<file path="config.mk">
export PLATFORM = sky130hd
export DESIGN_NAME = shift_row_stream
export DESIGN_NICKNAME = d
export VERILOG_FILES = /design/src/rtl/shift_row_stream.sv
export SDC_FILE = /design/constraint.sdc
export NUM_CORES = 1
export LEC_CHECK = 0
export ABC_AREA = 1
export CELL_PAD_IN_SITES_DETAIL_PLACEMENT = 1
export CELL_PAD_IN_SITES_GLOBAL_PLACEMENT = 1
export CORE_AREA = 2 2 208 108
export CTS_BUF_LIST = sky130_fd_sc_hd__clkbuf_16
export DETAILED_ROUTE_END_ITERATION = 16
export DIE_AREA = 0 0 210 110
export PLACE_DENSITY_LB_ADDON = 0.1
export RECOVER_POWER = 50
export SLEW_MARGIN = 15
export SYNTH_ARGS = -nofsm -noshare
export SYNTH_HDL_FRONTEND = slang
export SYNTH_SLANG_ARGS = --single-unit
</file>
<file path="constraint.sdc">
create_clock -name clk -period 4.9 [get_ports clk]
set_clock_uncertainty 0.1 [all_clocks]
set_input_delay 1.47 -clock clk [delete_from_list [all_inputs] [get_ports clk]]
set_output_delay 1.47 -clock clk [all_outputs]
set_load 0.01 [all_outputs]
</file>
<file path="src/rtl/shift_row_stream.sv">
// shift_row_stream
// Byte-serial, double-buffered AES ShiftRows (INVERSE=0) or InvShiftRows
// (INVERSE=1). Sixteen state bytes arrive in index order 0..15 and are written
// into one of two 16x8 banks. A completed bank is read out in output index
// order, with each read address permuted so that the row rotation happens on
// the read side. Ping-pong banking sustains one byte per cycle in each
// direction.
//
// Ports
//   clk        rising-edge clock
//   rst        synchronous, active-high reset (control state only)
//   abort      discards the partially written bank; has priority over in_valid
//   in_valid   in_byte is valid this cycle
//   in_ready   the block accepts a byte this cycle (rst, abort and flops only)
//   in_byte    state byte, index order 0..15
//   out_valid  out_byte is valid this cycle
//   out_ready  the sink accepts out_byte this cycle
//   out_byte   permuted state byte, index order 0..15 (8'h00 when idle)
//   out_last   marks byte 15 of an output block
module shift_row_stream #(
    parameter bit INVERSE = 1'b0
) (
    input  logic       clk,
    input  logic       rst,
    input  logic       abort,
    input  logic       in_valid,
    output logic       in_ready,
    input  logic [7:0] in_byte,
    output logic       out_valid,
    input  logic       out_ready,
    output logic [7:0] out_byte,
    output logic       out_last
);

    // Byte storage: two banks of sixteen bytes.
    logic [7:0] bank_mem [2][16];

    // Control state.
    logic       wbank_q, wbank_d;
    logic [3:0] wcnt_q,  wcnt_d;
    logic       rbank_q, rbank_d;
    logic [3:0] rcnt_q,  rcnt_d;
    logic [1:0] full_q,  full_d;

    logic       in_fire;
    logic       out_fire;
    logic [1:0] rd_row;
    logic [1:0] rd_col;
    logic [3:0] rd_idx;

    // A bank can only be written while empty and only read while full, so the
    // write and read sides never touch the same bank at the same time.
    assign in_ready  = ~rst & ~abort & ~full_q[wbank_q];
    assign in_fire   = in_valid & in_ready;
    assign out_valid = full_q[rbank_q];
    assign out_fire  = out_valid & out_ready;

    // Read-address permutation: output byte 4r+c comes from stored byte
    // 4r+((c+r) mod 4) forward, or 4r+((c-r) mod 4) inverse. The 2-bit
    // column arithmetic wraps modulo 4 on its own.
    always_comb begin
        rd_row = rcnt_q[3:2];
        rd_col = INVERSE ? (rcnt_q[1:0] - rd_row) : (rcnt_q[1:0] + rd_row);
        rd_idx = {rd_row, rd_col};
    end

    assign out_byte = out_valid ? bank_mem[rbank_q][rd_idx] : 8'h00;
    assign out_last = out_valid & (rcnt_q == 4'd15);

    // NOTE: every signal written here gets a default first so no path leaves
    // it unassigned, which would otherwise infer a latch.
    always_comb begin
        wbank_d = wbank_q;
        wcnt_d  = wcnt_q;
        rbank_d = rbank_q;
        rcnt_d  = rcnt_q;
        full_d  = full_q;

        if (in_fire) begin
            if (wcnt_q == 4'd15) begin
                full_d[wbank_q] = 1'b1;
                wbank_d         = ~wbank_q;
                wcnt_d          = 4'd0;
            end else begin
                wcnt_d = wcnt_q + 4'd1;
            end
        end

        // abort restarts the current write bank; in_ready is already low so
        // no byte is accepted in the same cycle.
        if (abort) begin
            wcnt_d = 4'd0;
        end

        // Clearing full[rbank] never collides with setting full[wbank]:
        // they are different banks whenever both happen.
        if (out_fire) begin
            if (rcnt_q == 4'd15) begin
                full_d[rbank_q] = 1'b0;
                rbank_d         = ~rbank_q;
                rcnt_d          = 4'd0;
            end else begin
                rcnt_d = rcnt_q + 4'd1;
            end
        end
    end

    // NOTE: sequential state is updated only with non-blocking assignments so
    // every flop samples the values from before this edge.
    always_ff @(posedge clk) begin
        if (rst) begin
            wbank_q <= 1'b0;
            wcnt_q  <= 4'd0;
            rbank_q <= 1'b0;
            rcnt_q  <= 4'd0;
            full_q  <= 2'b00;
        end else begin
            wbank_q <= wbank_d;
            wcnt_q  <= wcnt_d;
            rbank_q <= rbank_d;
            rcnt_q  <= rcnt_d;
            full_q  <= full_d;
        end
    end

    // NOTE: the bank storage has no reset; full_q guards every read, so stale
    // contents are never visible and the array can map onto plain storage.
    always_ff @(posedge clk) begin
        if (in_fire) begin
            bank_mem[wbank_q][wcnt_q] <= in_byte;
        end
    end

endmodule

</file>
# Word level (Yosys, flattened, before mapping)

Memories as Yosys holds them, arrays and structs flattened. A register that Yosys moved wholly into a read port is not among the register bits.
Index checks and enable logic that the tools add are counted.

Add/sub/neg operators: 3
$lt $le $gt $ge: 7
Eq/ne operators: 2
Multiplexer cells: 24
Bitwise gates (word level): 15
Reduce and logical (&&, ||, !) cells: 6

Operators by type and width:

| cell                                                     | number |
|---|---|
| 2-to-1 mux 128 bit                                       | 1 |
| binary-select mux 8 bit (select 4 bit)                   | 1 |
| demux 8 bit (select 4 bit)                               | 1 |
| 2-to-1 mux 8 bit                                         | 4 |
| greater-or-equal comparator 5 bit, second input constant | 2 |
| NOT 4 -> 5 bit                                           | 2 |
| 2-to-1 mux 1 bit                                         | 9 |
| adder 4 x 1 -> 4 bit, second input constant              | 2 |
| == test 4 bit, second input constant                     | 2 |
| 2-to-1 mux 2 bit                                         | 4 |
| 2-to-1 mux 4 bit                                         | 2 |
| bitwise AND 1 bit                                        | 5 |
| < comparator 5 x 1 -> 1 bit, second input constant       | 1 |
| NOT 1 bit                                                | 5 |
| < comparator 1 x 2 -> 1 bit, second input constant       | 2 |
| AND reduction 2 bit                                      | 2 |
| logical AND 1 bit                                        | 3 |
| adder 2 bit                                              | 1 |
| bitwise AND 2 bit                                        | 1 |
| demux 1 bit (select 1 bit)                               | 2 |
| greater-or-equal comparator 1 bit, second input constant | 2 |
| NOT 2 bit                                                | 1 |
| OR 2 bit                                                 | 1 |
| OR reduction 2 bit                                       | 1 |

Register bits: 12
RAM bits: 256
Word-level logic and storage cells: 63
Memories: 1

Memories:

| memory   | words | width | read ports | clocked after Yosys merged registers in | wr ports | RTL line | source |
|---|---|---|---|---|---|---|---|
| bank_mem | 2     | 128   | 1          | 1                                       | 1        | 36       | `logic [7:0] bank_mem [2][16];` |

# Logic depth before layout (Yosys ltp)

Gate-level depths: netlist (run 1).

Depth after elaboration: 10
Mapped depth: 13
Depth with buffers taken out: 11

# Least setup slack after synthesis (run 1)

No wires, ideal clock.

Path type: input to output
From: input abort
To: output in_ready
Data arrival time: 1.903 ns
Required time: 3.330 ns
Path slack: 1.427 ns
Cell stages on the path: 2
Cell sequence: or2_4 > nor2_2

Cells in the longest elaborated chain, start to end: 3

RTL lines:

| element                         | RTL line | source |
|---|---|---|
| start: declaration              | 25       | `input logic abort,` |
| NOT 1 bit                       | 53       | `assign in_ready = ~rst & ~abort & ~full_q[wbank_q];` |
| bitwise AND 1 bit (2 in series) | 53       |  |
| end: declaration                | 27       | `output logic in_ready,` |

No other way between the ends.

# Worst setup path in the final report (run 1)

From: register rcnt_q[3]
To: output out_byte[2]

Cells in the longest elaborated chain, start to end: 6

RTL lines:

| element                                                | RTL line | source |
|---|---|---|
| start: declaration                                     | 42       | `logic [3:0] rcnt_q, rcnt_d;` |
| start signal: assignment                               | 121      | `rcnt_q <= rcnt_d;` |
| adder 2 bit                                            | 63       | `rd_col = INVERSE ? (rcnt_q[1:0] - rd_row) : (rcnt_q[1:0] + rd_row);` |
| NOT 4 -> 5 bit (not written as such) *                 | 67       | `assign out_byte = out_valid ? bank_mem[rbank_q][rd_idx] : 8'h00;` |
| binary-select mux 8 bit (select 4 bit) *               | 67       |  |
| 2-to-1 mux 8 bit (not written as such) * (2 in series) | 67       |  |
| 2-to-1 mux 8 bit *                                     | 67       |  |
| end: declaration                                       | 31       | `output logic [7:0] out_byte,` |

Every way passes the cells marked *; elsewhere a longest branch is shown, timed or not. The select of a mux whose other input is x is not followed.

==> out/summary.json, run 1 <==
{
  "route.antenna.remaining_nets": {"value": 0},
  "layout_commonest_cell": {"value": "nand2_1"},
  "number_of_antenna_violations_at_the_first_check_in_global_routing": {"value": 0},
  "drv_cap": {"value": 8},
  "final_total_negative_setup_slack": {"value": 0, "unit": "ns"},
  "fp.dieW": {"value": 210, "unit": "um"},
  "yosysWarningCount": {"value": 0},
  "finalCriticalPeriod": {"value": 4.82, "unit": "ns"},
  "seq_area_frac_synth": {"value": 70.1, "unit": "%"},
  "cts-buffers-inserted": {"value": 25},
  "crit_path_capture_type": {"value": "output pin"},
  "die-area": {"value": 23100, "unit": "um2"},
  "number_of_global_route_vias_before_repair": {"value": 7928},
  "core_region_area": {"value": 21300, "unit": "um2"},
  "first_pass_grt_wire_length": {"value": 46500, "unit": "um"},
  "worst_slew_pin_slew": {"value": 1.83, "unit": "ns"},
  "peak_fanout_along_the_critical_path": {"value": 18},
  "initial_utilization": {"value": 53.4, "unit": "%"},
  "slew_viol_final": {"value": 265},
  "synth_seq_cells": {"value": 269},
  "synth-edff-count": {"value": 256},
  "port_buffers": {"value": 23},
  "final_worst_hold_slack": {"value": 0.382, "unit": "ns"},
  "synth.net_count": {"value": 1052},
  "vias_per_cell": {"value": 5.67},
  "synth_area_per_cell": {"value": 11.0, "unit": "um2"},
  "worstSetupStartpointType": {"value": "flip-flop"},
  "htree_num_levels": {"value": 1},
  "cp.required": {"value": 3.33, "unit": "ns"},
  "cts.clk_slew.worst_paths": {"value": 0.06, "unit": "ns"},
  "post_detail_place_hpwl": {"value": 18600, "unit": "um"},
  "detailedRoute.firstPassIterationCount": {"value": 5},
  "path_class": {"value": "reg -> out"},
  "data_arrival_at_the_endpoint_of_the_critical_path": {"value": 3.25, "unit": "ns"},
  "number_of_clock_sinks": {"value": 269},
  "pin_count_of_the_biggest_net_entering_global_routing": {"value": 129},
  "via_count": {"value": 7803},
  "netlist_area": {"value": 11300, "unit": "um2"},
  "routed_wire_length_per_instance": {"value": 22.3, "unit": "um"},
  "globalRoute.totalOverflow": {"value": 0},
  "rsz0062_at_grt": {"value": "false"},
  "finalWirelength": {"value": 30700, "unit": "um"},
  "area.growth.synth_to_final": {"value": 12.8, "unit": "%"},
  "yosys.cell_types.count": {"value": 29},
  "result_of_the_run": {"value": "finished with violations"},
  "grtUsageTotal": {"value": 27.1, "unit": "%"},
  "cts_setup_buffers": {"value": 0},
  "clock_latency": {"value": 0.54, "unit": "ns"},
  "drc_errors": {"value": 0},
  "postLayoutCoreUtil": {"value": 60.2, "unit": "%"},
  "most-common-layout-cells": {"value": "nand2_1 (398), edfxtp_1 (256), nand3_1 (184)"},
  "cts_hold_buf": {"value": 0},
  "dp.cells": {"value": 1328},
  "num_ports": {"value": 24},
  "share_of_the_cycle_needed_by_the_critical_path_after_routing": {"value": 98.3, "unit": "%"},
  "async_reset_ff_share": {"value": 0, "unit": "%"},
  "worst_case_headroom_to_the_max_slew_limit": {"value": -21.8, "unit": "%"},
  "leakage": {"value": 0.00472, "unit": "uW"},
  "fp-row-count": {"value": 38},
  "numnets_final": {"value": 1095},
  "vdd_drop_max": {"value": 0.238, "unit": "mV"},
  "timing.fmax": {"value": 0.208, "unit": "GHz"},
  "ys_dominant_reg_cell": {"value": "edfxtp_1"},
  "final-instance-count-excl-fill": {"value": 1376},
  "finalHoldViolations": {"value": 0},
  "clock_path_buffers": {"value": 3},
  "number_of_drc_markers_in_iteration_0": {"value": 679},
  "fp.dieH": {"value": 110, "unit": "um"},
  "worstHoldPathType": {"value": "reg -> reg"},
  "place_congestion": {"value": 0.799},
  "pwr_density_cell": {"value": 348, "unit": "nW/um2"},
  "cts_root_buffer": {"value": "clkbuf_16"},
  "failing_checks": {"value": "capacitance limit, slew limit"},
  "layout-drive-gt1-share": {"value": 8.86, "unit": "%"},
  "syn-instance-count": {"value": 1033},
  "tritoncts": {"value": "yes"},
  "final-setup-viol-count": {"value": 0}
}
==> area by class of cell <==
class / instances / area (um2)
antenna: 1 / 2.50
clock buffer: 26 / 651
clock inverter: 20 / 119
fill: 2184 / 8460
inverter: 28 / 111
multi-input combinational: 682 / 3010
sequential: 269 / 7950
tap: 280 / 350
timing repair buffer: 70 / 602
==> critical path, cell delays in order (launching register included) <==
cell and delay, ns:
dfxtp_1 0.44, buf_4 0.30, nand2_2 0.12, nand2_2 0.10, nand2_4 0.20, nand2_8 0.25
inv_2 0.15, nand2_1 0.10, nand3_1 0.09, nand2_1 0.13, nor2_1 0.07, nor2_1 0.18
clkdlybuf4s50_1 0.57
==> stage by stage <==
step                power, uW  worst slack, ns  instance area, um2
CTS                      4480           0.0550               12800
finish                   4450           0.0823               12800
detailed placement       2640            0.351               12000
floorplan                2580             1.43               11300
global route             4560          0.00323               12800
global placement         2640            0.381               12000
==> synthesized netlist by cell type (5+ instances only) <==
master	count	area share, %
inv_2	5	0.17
a21oi_1	8	0.35
buf_1	5	0.17
nand2_1	397	13
edfxtp_1	256	68
nor3_1	32	1.4
buf_2	38	1.7
clkbuf_1	6	0.20
ha_1	6	0.66
nand3_1	185	8.2
dfxtp_1	13	2.3
nor2_1	26	0.86
o21ai_0	9	0.40
inv_1	20	0.66
==> repair_timing <==
action / CTS / global route
resized for setup: 2 / 3
pin swaps: 0 / 1
endpoints found under the setup margin: 7 / 7
cloned: 0 / 1
==> worst paths after layout <==
check,start,cells after the start,end,slack (ns)
max,rcnt_q[3],12,out_byte[2],0.08
min,full_q[0],2,full_q[0],0.38
max reg2reg,wbank_q,9,bank_mem[1][110],2.04
min reg2reg,full_q[0],2,full_q[0],0.38
==> kinds of logic after synthesis <==
group | Yosys count | synth area share, %
adder cells (fa/ha/maj) | 6 | 0.662
XOR/XNOR | 1 | 0.0773
AO/OA/AOI/OAI | 20 | 0.938
AND/OR/NAND/NOR | 654 | 24.7
buffers and inverters | 83 | 3.54
flip-flops | 269 | 70.1
==> per-layer routing <==
metal	GRT usage (%)	vias up	wire, um
li1	-	3642	-
met1	40.0	3867	14400
met2	43.0	249	13800
met3	4.67	45	1980
met4	5.47	0	504
met5	0	-	0
==> sequential cells by signal (all words and copies together) (netlist names), named ones only <==
register,count
rbank_q,1
wcnt_q,4
bank_mem,256
full_q,2
wbank_q,1
rcnt_q,4
==> where the power goes <==
part / total, uW / internal, uW / switching, uW
combinational: 67.5 / 14.0 / 53.5
clock: 1860 / 1020 / 845
sequential: 2520 / 2520 / 0.951
No activity file was read; power rests on OpenSTA's default activity.
==> run 2, diff against run 1 <==
==> constraint.sdc (replaced) <==
create_clock -name clk -period 4.9 [get_ports clk]
set_clock_uncertainty 0.1 [all_clocks]
set_input_delay 0.98 -clock clk [delete_from_list [all_inputs] [get_ports clk]]
set_output_delay 0.98 -clock clk [all_outputs]
set_load 0.01 [all_outputs]
==> out/summary.json, run 2 (synthesis gave the netlist of run 1 again) <==
{
  "critical_path.reg2reg.startpoint": {"value": "wbank_q"},
  "drv_cap": {"value": 7, "change": "-1"},
  "num_ports": {"value": 24, "change": "unchanged"},
  "worstSetupStartpointType": {"value": "flip-flop"},
  "finalCriticalPeriod": {"value": 4.60, "unit": "ns", "change": "-0.221 ns"},
  "clock_path_buffers": {"value": 3, "change": "unchanged"},
  "die-area": {"value": 23100, "unit": "um2", "change": "unchanged"},
  "finalWirelength": {"value": 31500, "unit": "um", "change": "+2.5%"},
  "fp-row-count": {"value": 38, "change": "unchanged"},
  "cts_hold_buf": {"value": 0, "change": "unchanged"},
  "drc_errors": {"value": 0, "change": "unchanged"},
  "layout-drive-gt1-share": {"value": 7.88, "unit": "%", "change": "-0.98 points"},
  "reg2reg_slack": {"value": 1.61, "unit": "ns", "change": "-0.43 ns"},
  "timing.hold.worst_endpoint": {"value": "full_q[0]"},
  "rsz0062_at_grt": {"value": "false"},
  "vdd_drop_max": {"value": 0.314, "unit": "mV", "change": "+32%"},
  "data_arrival_at_the_endpoint_of_the_critical_path": {"value": 3.52, "unit": "ns", "change": "+0.27 ns"},
  "port_buffers": {"value": 23, "change": "unchanged"},
  "numnets_final": {"value": 1094, "change": "-0.091%"},
  "fp.dieW": {"value": 210, "unit": "um", "change": "unchanged"},
  "layout_commonest_cell": {"value": "nand2_1"},
  "whs_path_depth": {"value": 2, "change": "unchanged"},
  "most-common-layout-cells": {"value": "nand2_1 (399), edfxtp_1 (256), nand3_1 (185)"},
  "route.antenna.remaining_nets": {"value": 0, "change": "unchanged"},
  "rr_worst_depth": {"value": 6, "change": "-3"},
  "cp.required": {"value": 3.82, "unit": "ns", "change": "+0.49 ns"},
  "timing.fmax": {"value": 0.218, "unit": "GHz", "change": "+4.8%"},
  "core_region_area": {"value": 21300, "unit": "um2", "change": "unchanged"},
  "cts_setup_buffers": {"value": 0, "change": "unchanged"},
  "worst_slew_pin_slew": {"value": 1.89, "unit": "ns", "change": "+0.0651 ns"},
  "cts_root_buffer": {"value": "clkbuf_16"},
  "number_of_clock_sinks": {"value": 269, "change": "unchanged"},
  "via_count": {"value": 7877, "change": "+0.95%"},
  "dp_slack": {"value": 0.876, "unit": "ns", "change": "+0.525 ns"},
  "leakage": {"value": 0.00463, "unit": "uW", "change": "-2.0%"},
  "peak_fanout_along_the_critical_path": {"value": 41, "change": "+23"},
  "pwr_density_cell": {"value": 341, "unit": "nW/um2", "change": "-1.9%"},
  "htree_num_levels": {"value": 1, "change": "unchanged"},
  "placement.cell_area": {"value": 12000, "unit": "um2", "change": "about the same"},
  "failing_checks": {"value": "capacitance limit, slew limit"},
  "finalHoldViolations": {"value": 0, "change": "unchanged"},
  "result_of_the_run": {"value": "finished with violations"},
  "grtUsageTotal": {"value": 28.3, "unit": "%", "change": "+1.2 points"},
  "final_total_negative_setup_slack": {"value": 0, "unit": "ns", "change": "unchanged"},
  "area.growth.synth_to_final": {"value": 11.5, "unit": "%"},
  "worst_case_headroom_to_the_max_slew_limit": {"value": -26.1, "unit": "%", "change": "-4.3 points"},
  "power": {"value": 4310, "unit": "uW", "change": "-3.0%"},
  "slew_viol_final": {"value": 228, "change": "-14%"},
  "cts.repair.resized": {"value": 0, "change": "-2"},
  "number_of_antenna_violations_at_the_first_check_in_global_routing": {"value": 0, "change": "unchanged"},
  "final-setup-viol-count": {"value": 0, "change": "unchanged"},
  "min-delay-start": {"value": "full_q[0]"},
  "number_of_drc_markers_in_iteration_0": {"value": 798, "change": "+18%"},
  "postLayoutCoreUtil": {"value": 59.5, "unit": "%", "change": "-0.68 points"},
  "rr_endpoint": {"value": "bank_mem[0][0]"},
  "first_pass_grt_wire_length": {"value": 48200, "unit": "um", "change": "+3.7%"},
  "n_fill_cell": {"value": 2225, "change": "+1.9%"},
  "fp.dieH": {"value": 110, "unit": "um", "change": "unchanged"},
  "routed_wire_length_per_instance": {"value": 23.0, "unit": "um", "change": "+2.9%"},
  "pin_count_of_the_biggest_net_entering_global_routing": {"value": 105, "change": "-19%"},
  "biggestRegsByFlops": {"value": "bank_mem (256), rcnt_q (4), wcnt_q (4)"},
  "initial_utilization": {"value": 53.4, "unit": "%", "change": "unchanged"},
  "vias_per_cell": {"value": 5.75, "change": "+1.3%"},
  "cts-buffers-inserted": {"value": 24, "change": "-4.0%"},
  "cts.clk_slew.worst_paths": {"value": 0.07, "unit": "ns", "change": "about the same"},
  "globalRoute.totalOverflow": {"value": 0, "change": "unchanged"},
  "share_of_the_cycle_needed_by_the_critical_path_after_routing": {"value": 93.8, "unit": "%", "change": "-4.5 points"},
  "crit_path_capture_type": {"value": "output pin"},
  "detailedRoute.firstPassIterationCount": {"value": 5, "change": "unchanged"},
  "flip_flop_count_of_the_largest_register_after_layout": {"value": 256, "change": "unchanged"},
  "place_congestion": {"value": 0.807, "change": "+0.95%"},
  "post-route-cell-area": {"value": 12600, "unit": "um2", "change": "-1.1%"},
  "number_of_global_route_vias_before_repair": {"value": 8038, "change": "+1.4%"},
  "worst_case_setup_margin_in_the_final_layout": {"value": 0.303, "unit": "ns", "change": "+0.221 ns"},
  "tritoncts": {"value": "yes"},
  "worstHoldPathType": {"value": "reg -> reg"},
  "antenna_cells_inserted": {"value": 0, "change": "-1"},
  "clock_latency": {"value": 0.55, "unit": "ns", "change": "about the same"},
  "path_class": {"value": "reg -> out"},
  "largest_register": {"value": "bank_mem"},
  "post_detail_place_hpwl": {"value": 19700, "unit": "um", "change": "+6.2%"}
}
## run 2: changes by cell type in the layout (fill, tap and decap cells not counted), moves of 2 or more
cell / change
clkbuf_1: +2
inv_2: -3
clkinv_1: +6
dlygate4sd3_1: -3
buf_4: +3
clkinv_2: -4
clkbuf_16: -2
inv_6: -2
## run 2: area by class of cell
| type | instances | area (um2) | share of cell area, % |
|---|---|---|---|
| sequential | 269 | 7950 | 62.9 |
| clock inverter | 18 | 86.3 | 0.683 |
| tap | 280 | 350 | 2.77 |
| multi-input combinational | 681 | 2980 | 23.5 |
| clock buffer | 24 | 601 | 4.75 |
| timing repair buffer | 71 | 573 | 4.53 |
| inverter | 28 | 111 | 0.880 |
## run 2: power breakdown
group / leakage, uW / switching [uW] / internal (uW)
clock network: 0.000351 / 838 / 888
registers: 0.00241 / 1.02 / 2520
logic: 0.00187 / 55.3 / 14.3
## run 2: worst max-delay path by stage
stage          startpoint              end  depth (start not counted)
2_1_floorplan       abort  bank_mem[0][10]                          6
3_3_place_gp    rcnt_q[0]      out_byte[6]                         10
3_5_place_dp    rcnt_q[0]      out_byte[6]                         10
4_1_cts         rcnt_q[0]      out_byte[6]                         10
5_1_grt         rcnt_q[0]      out_byte[6]                         10
6_report        rcnt_q[0]      out_byte[6]                         10
## run 2: metrics by stage
stage                     hold slack, ns  cells
after floorplan                    0.339   1033
after global placement             0.358   1329
after detailed placement           0.366   1329
after CTS                          0.376   1371
after global routing               0.409   1371
final                              0.372   1371
## run 2: routing by layer
layer / vias to the layer above / wire length [um] / global-route usage, %
met1: 3947 / 14600 / 42.1
li1: 3640 / - / -
met4: 0 / 494 / 6.23
met5: - / 0 / 0
met2: 245 / 14300 / 44.4
met3: 45 / 2130 / 4.96
## run 2: critical path, cell delays in order, from the launching register on
cell	delay [ns]
dfxtp_1	0.37
ha_2	0.71
buf_4	0.58
nand3_1	0.21
nand2_1	0.13
nand3_1	0.09
nand3_1	0.17
nand3_1	0.10
nand2_1	0.07
nor2_1	0.06
clkdlybuf4s50_1	0.48
==> run 3, diff against run 2 <==
==> constraint.sdc (replaced) <==
create_clock -name clk -period 4.9 [get_ports clk]
set_clock_uncertainty 0.1 [all_clocks]
set_input_delay 0.49 -clock clk [delete_from_list [all_inputs] [get_ports clk]]
set_output_delay 0.49 -clock clk [all_outputs]
set_load 0.01 [all_outputs]
==> out/summary.json, run 3 (synthesis gave the netlist of run 1 again) <==
{
  "result_of_the_run": {"value": "finished with violations"},
  "failing_checks": {"value": "capacitance limit, slew limit"},
  "grtUsageTotal": {"value": 27.6, "unit": "%", "change": "-0.71 points"},
  "number_of_antenna_violations_at_the_first_check_in_global_routing": {"value": 0, "change": "unchanged"},
  "flip_flop_count_of_the_largest_register_after_layout": {"value": 256, "change": "unchanged"},
  "leakage": {"value": 0.00464, "unit": "uW", "change": "+0.27%"},
  "pin_count_of_the_biggest_net_entering_global_routing": {"value": 71, "change": "-32%"},
  "num_ports": {"value": 24, "change": "unchanged"},
  "detailedRoute.firstPassIterationCount": {"value": 5, "change": "unchanged"},
  "drv_cap": {"value": 7, "change": "unchanged"},
  "numnets_final": {"value": 1089, "change": "-0.46%"},
  "worst_case_setup_margin_in_the_final_layout": {"value": 0.608, "unit": "ns", "change": "+0.305 ns"},
  "most-common-layout-cells": {"value": "nand2_1 (399), edfxtp_1 (256), nand3_1 (185)"},
  "post_detail_place_hpwl": {"value": 19400, "unit": "um", "change": "-1.8%"},
  "peak_fanout_along_the_critical_path": {"value": 41, "change": "unchanged"},
  "rsz0062_at_grt": {"value": "false"},
  "area.growth.synth_to_final": {"value": 11.9, "unit": "%"},
  "largest_register": {"value": "bank_mem"},
  "die-area": {"value": 23100, "unit": "um2", "change": "unchanged"},
  "data_arrival_at_the_endpoint_of_the_critical_path": {"value": 3.70, "unit": "ns", "change": "+0.18 ns"},
  "clock_latency": {"value": 0.54, "unit": "ns", "change": "about the same"},
  "cts-buffers-inserted": {"value": 25, "change": "+4.2%"},
  "biggestRegsByFlops": {"value": "bank_mem (256), rcnt_q (4), wcnt_q (4)"},
  "worstHoldPathType": {"value": "reg -> reg"},
  "place_congestion": {"value": 0.819, "change": "+1.4%"},
  "timing.fmax": {"value": 0.233, "unit": "GHz", "change": "+7.1%"},
  "tritoncts": {"value": "yes"},
  "layout-drive-gt1-share": {"value": 8.08, "unit": "%", "change": "+0.20 points"},
  "via_count": {"value": 7809, "change": "-0.86%"},
  "final-instance-count-excl-fill": {"value": 1369, "change": "-0.15%"},
  "fp-row-count": {"value": 38, "change": "unchanged"},
  "antenna_cells_inserted": {"value": 0, "change": "unchanged"},
  "dp.cells": {"value": 1323, "change": "-0.45%"},
  "slew_viol_final": {"value": 231, "change": "+1.3%"},
  "vdd_drop_max": {"value": 0.361, "unit": "mV", "change": "+15%"},
  "cts.repair.resized": {"value": 0, "change": "unchanged"},
  "dp_slack": {"value": 1.22, "unit": "ns", "change": "+0.341 ns"},
  "globalRoute.totalOverflow": {"value": 0, "change": "unchanged"},
  "number_of_drc_markers_in_iteration_0": {"value": 731, "change": "-8.4%"},
  "worst_slew_pin_slew": {"value": 1.97, "unit": "ns", "change": "+0.0824 ns"},
  "port_buffers": {"value": 23, "change": "unchanged"},
  "cts_setup_buffers": {"value": 0, "change": "unchanged"},
  "initial_utilization": {"value": 53.4, "unit": "%", "change": "unchanged"},
  "fp.dieW": {"value": 210, "unit": "um", "change": "unchanged"},
  "pwr_density_cell": {"value": 353, "unit": "nW/um2", "change": "+3.4%"},
  "final_total_negative_setup_slack": {"value": 0, "unit": "ns", "change": "unchanged"},
  "drc_errors": {"value": 0, "change": "unchanged"},
  "cts_hold_buf": {"value": 0, "change": "unchanged"},
  "n_fill_cell": {"value": 2253, "change": "+1.3%"},
  "final_worst_hold_slack": {"value": 0.374, "unit": "ns", "change": "+0.00214 ns"},
  "worstSetupStartpointType": {"value": "flip-flop"},
  "cp.required": {"value": 4.31, "unit": "ns", "change": "+0.49 ns"},
  "htree_num_levels": {"value": 1, "change": "unchanged"},
  "layout_commonest_cell": {"value": "nand2_1"},
  "first_pass_grt_wire_length": {"value": 47400, "unit": "um", "change": "-1.6%"},
  "core_region_area": {"value": 21300, "unit": "um2", "change": "unchanged"},
  "routed_wire_length_per_instance": {"value": 22.4, "unit": "um", "change": "-2.5%"},
  "crit_path_capture_type": {"value": "output pin"},
  "cts_root_buffer": {"value": "clkbuf_16"},
  "share_of_the_cycle_needed_by_the_critical_path_after_routing": {"value": 87.6, "unit": "%", "change": "-6.2 points"},
  "fp.dieH": {"value": 110, "unit": "um", "change": "unchanged"},
  "clock_path_buffers": {"value": 3, "change": "unchanged"},
  "path_class": {"value": "reg -> out"},
  "worst_case_headroom_to_the_max_slew_limit": {"value": -31.6, "unit": "%", "change": "-5.5 points"},
  "final-setup-viol-count": {"value": 0, "change": "unchanged"},
  "number_of_clock_sinks": {"value": 269, "change": "unchanged"},
  "finalHoldViolations": {"value": 0, "change": "unchanged"},
  "cts.clk_slew.worst_paths": {"value": 0.07, "unit": "ns", "change": "about the same"},
  "route.antenna.remaining_nets": {"value": 0, "change": "unchanged"},
  "vias_per_cell": {"value": 5.70, "change": "-0.72%"},
  "finalCriticalPeriod": {"value": 4.29, "unit": "ns", "change": "-0.305 ns"},
  "number_of_global_route_vias_before_repair": {"value": 7891, "change": "-1.8%"},
  "finalWirelength": {"value": 30600, "unit": "um", "change": "-2.7%"}
}
run 3: changes by cell type in the layout (fill, tap and decap cells not counted), sizes merged:
cell	previous run	this run
buf	39	35
bufinv	0	2
inv	31	30
clkdlybuf4s50	14	15
clkbuf	35	33
clkinv	13	15
run 3: stage by stage:
| stage | area [um2] | util, % | total power, uW |
|---|---|---|---|
| finish | 12700 | 59.7 | 4480 |
| global placement | 12000 | 56.3 | 2640 |
| global route | 12700 | 59.7 | 4590 |
| floorplan | 11300 | - | 2580 |
| detailed placement | 12000 | 56.3 | 2640 |
| CTS | 12700 | 59.9 | 4500 |
run 3: final cells by class:
| class | count | area, um2 | area share [%] |
|---|---|---|---|
| sequential | 269 | 7950 | 62.6 |
| inverter | 28 | 111 | 0.877 |
| clock buffer | 25 | 626 | 4.93 |
| multi-input combinational | 681 | 2980 | 23.5 |
| timing repair buffer | 65 | 526 | 4.14 |
| tap | 280 | 350 | 2.76 |
| clock inverter | 21 | 149 | 1.17 |
run 3: metal layers:
layer  global-route usage, %  routed length (um)
met1                    41.8               14900
met2                    44.0               13900
met3                    3.91                1610
met4                    4.00                 285
met5                       0                   0
run 3: critical path: stages, from the launching register on:
cell             delay (ns)
dfxtp_1                0.32
buf_4                  0.26
ha_2                   0.34
inv_2                  0.66
buf_4                  0.35
nand3_1                0.10
nand2_1                0.08
nand2_1                0.06
nand3_1                0.11
nand3_1                0.17
nand2_1                0.15
nor2_1                 0.05
clkdlybuf4s50_1        0.48
run 3: report_power, final:
group | switching [uW] | internal [uW]
clock | 854 | 1030
combinational | 55.2 | 14.0
sequential | 0.907 | 2520
run 3: final timing paths:
path                     end      start  depth (start not counted)  slack (ns)
max reg2reg  bank_mem[1][48]    wbank_q                          6        1.72
min reg2reg        full_q[0]  full_q[0]                          2        0.37
min                full_q[0]  full_q[0]                          2        0.37
max              out_byte[4]  rcnt_q[2]                         12        0.61
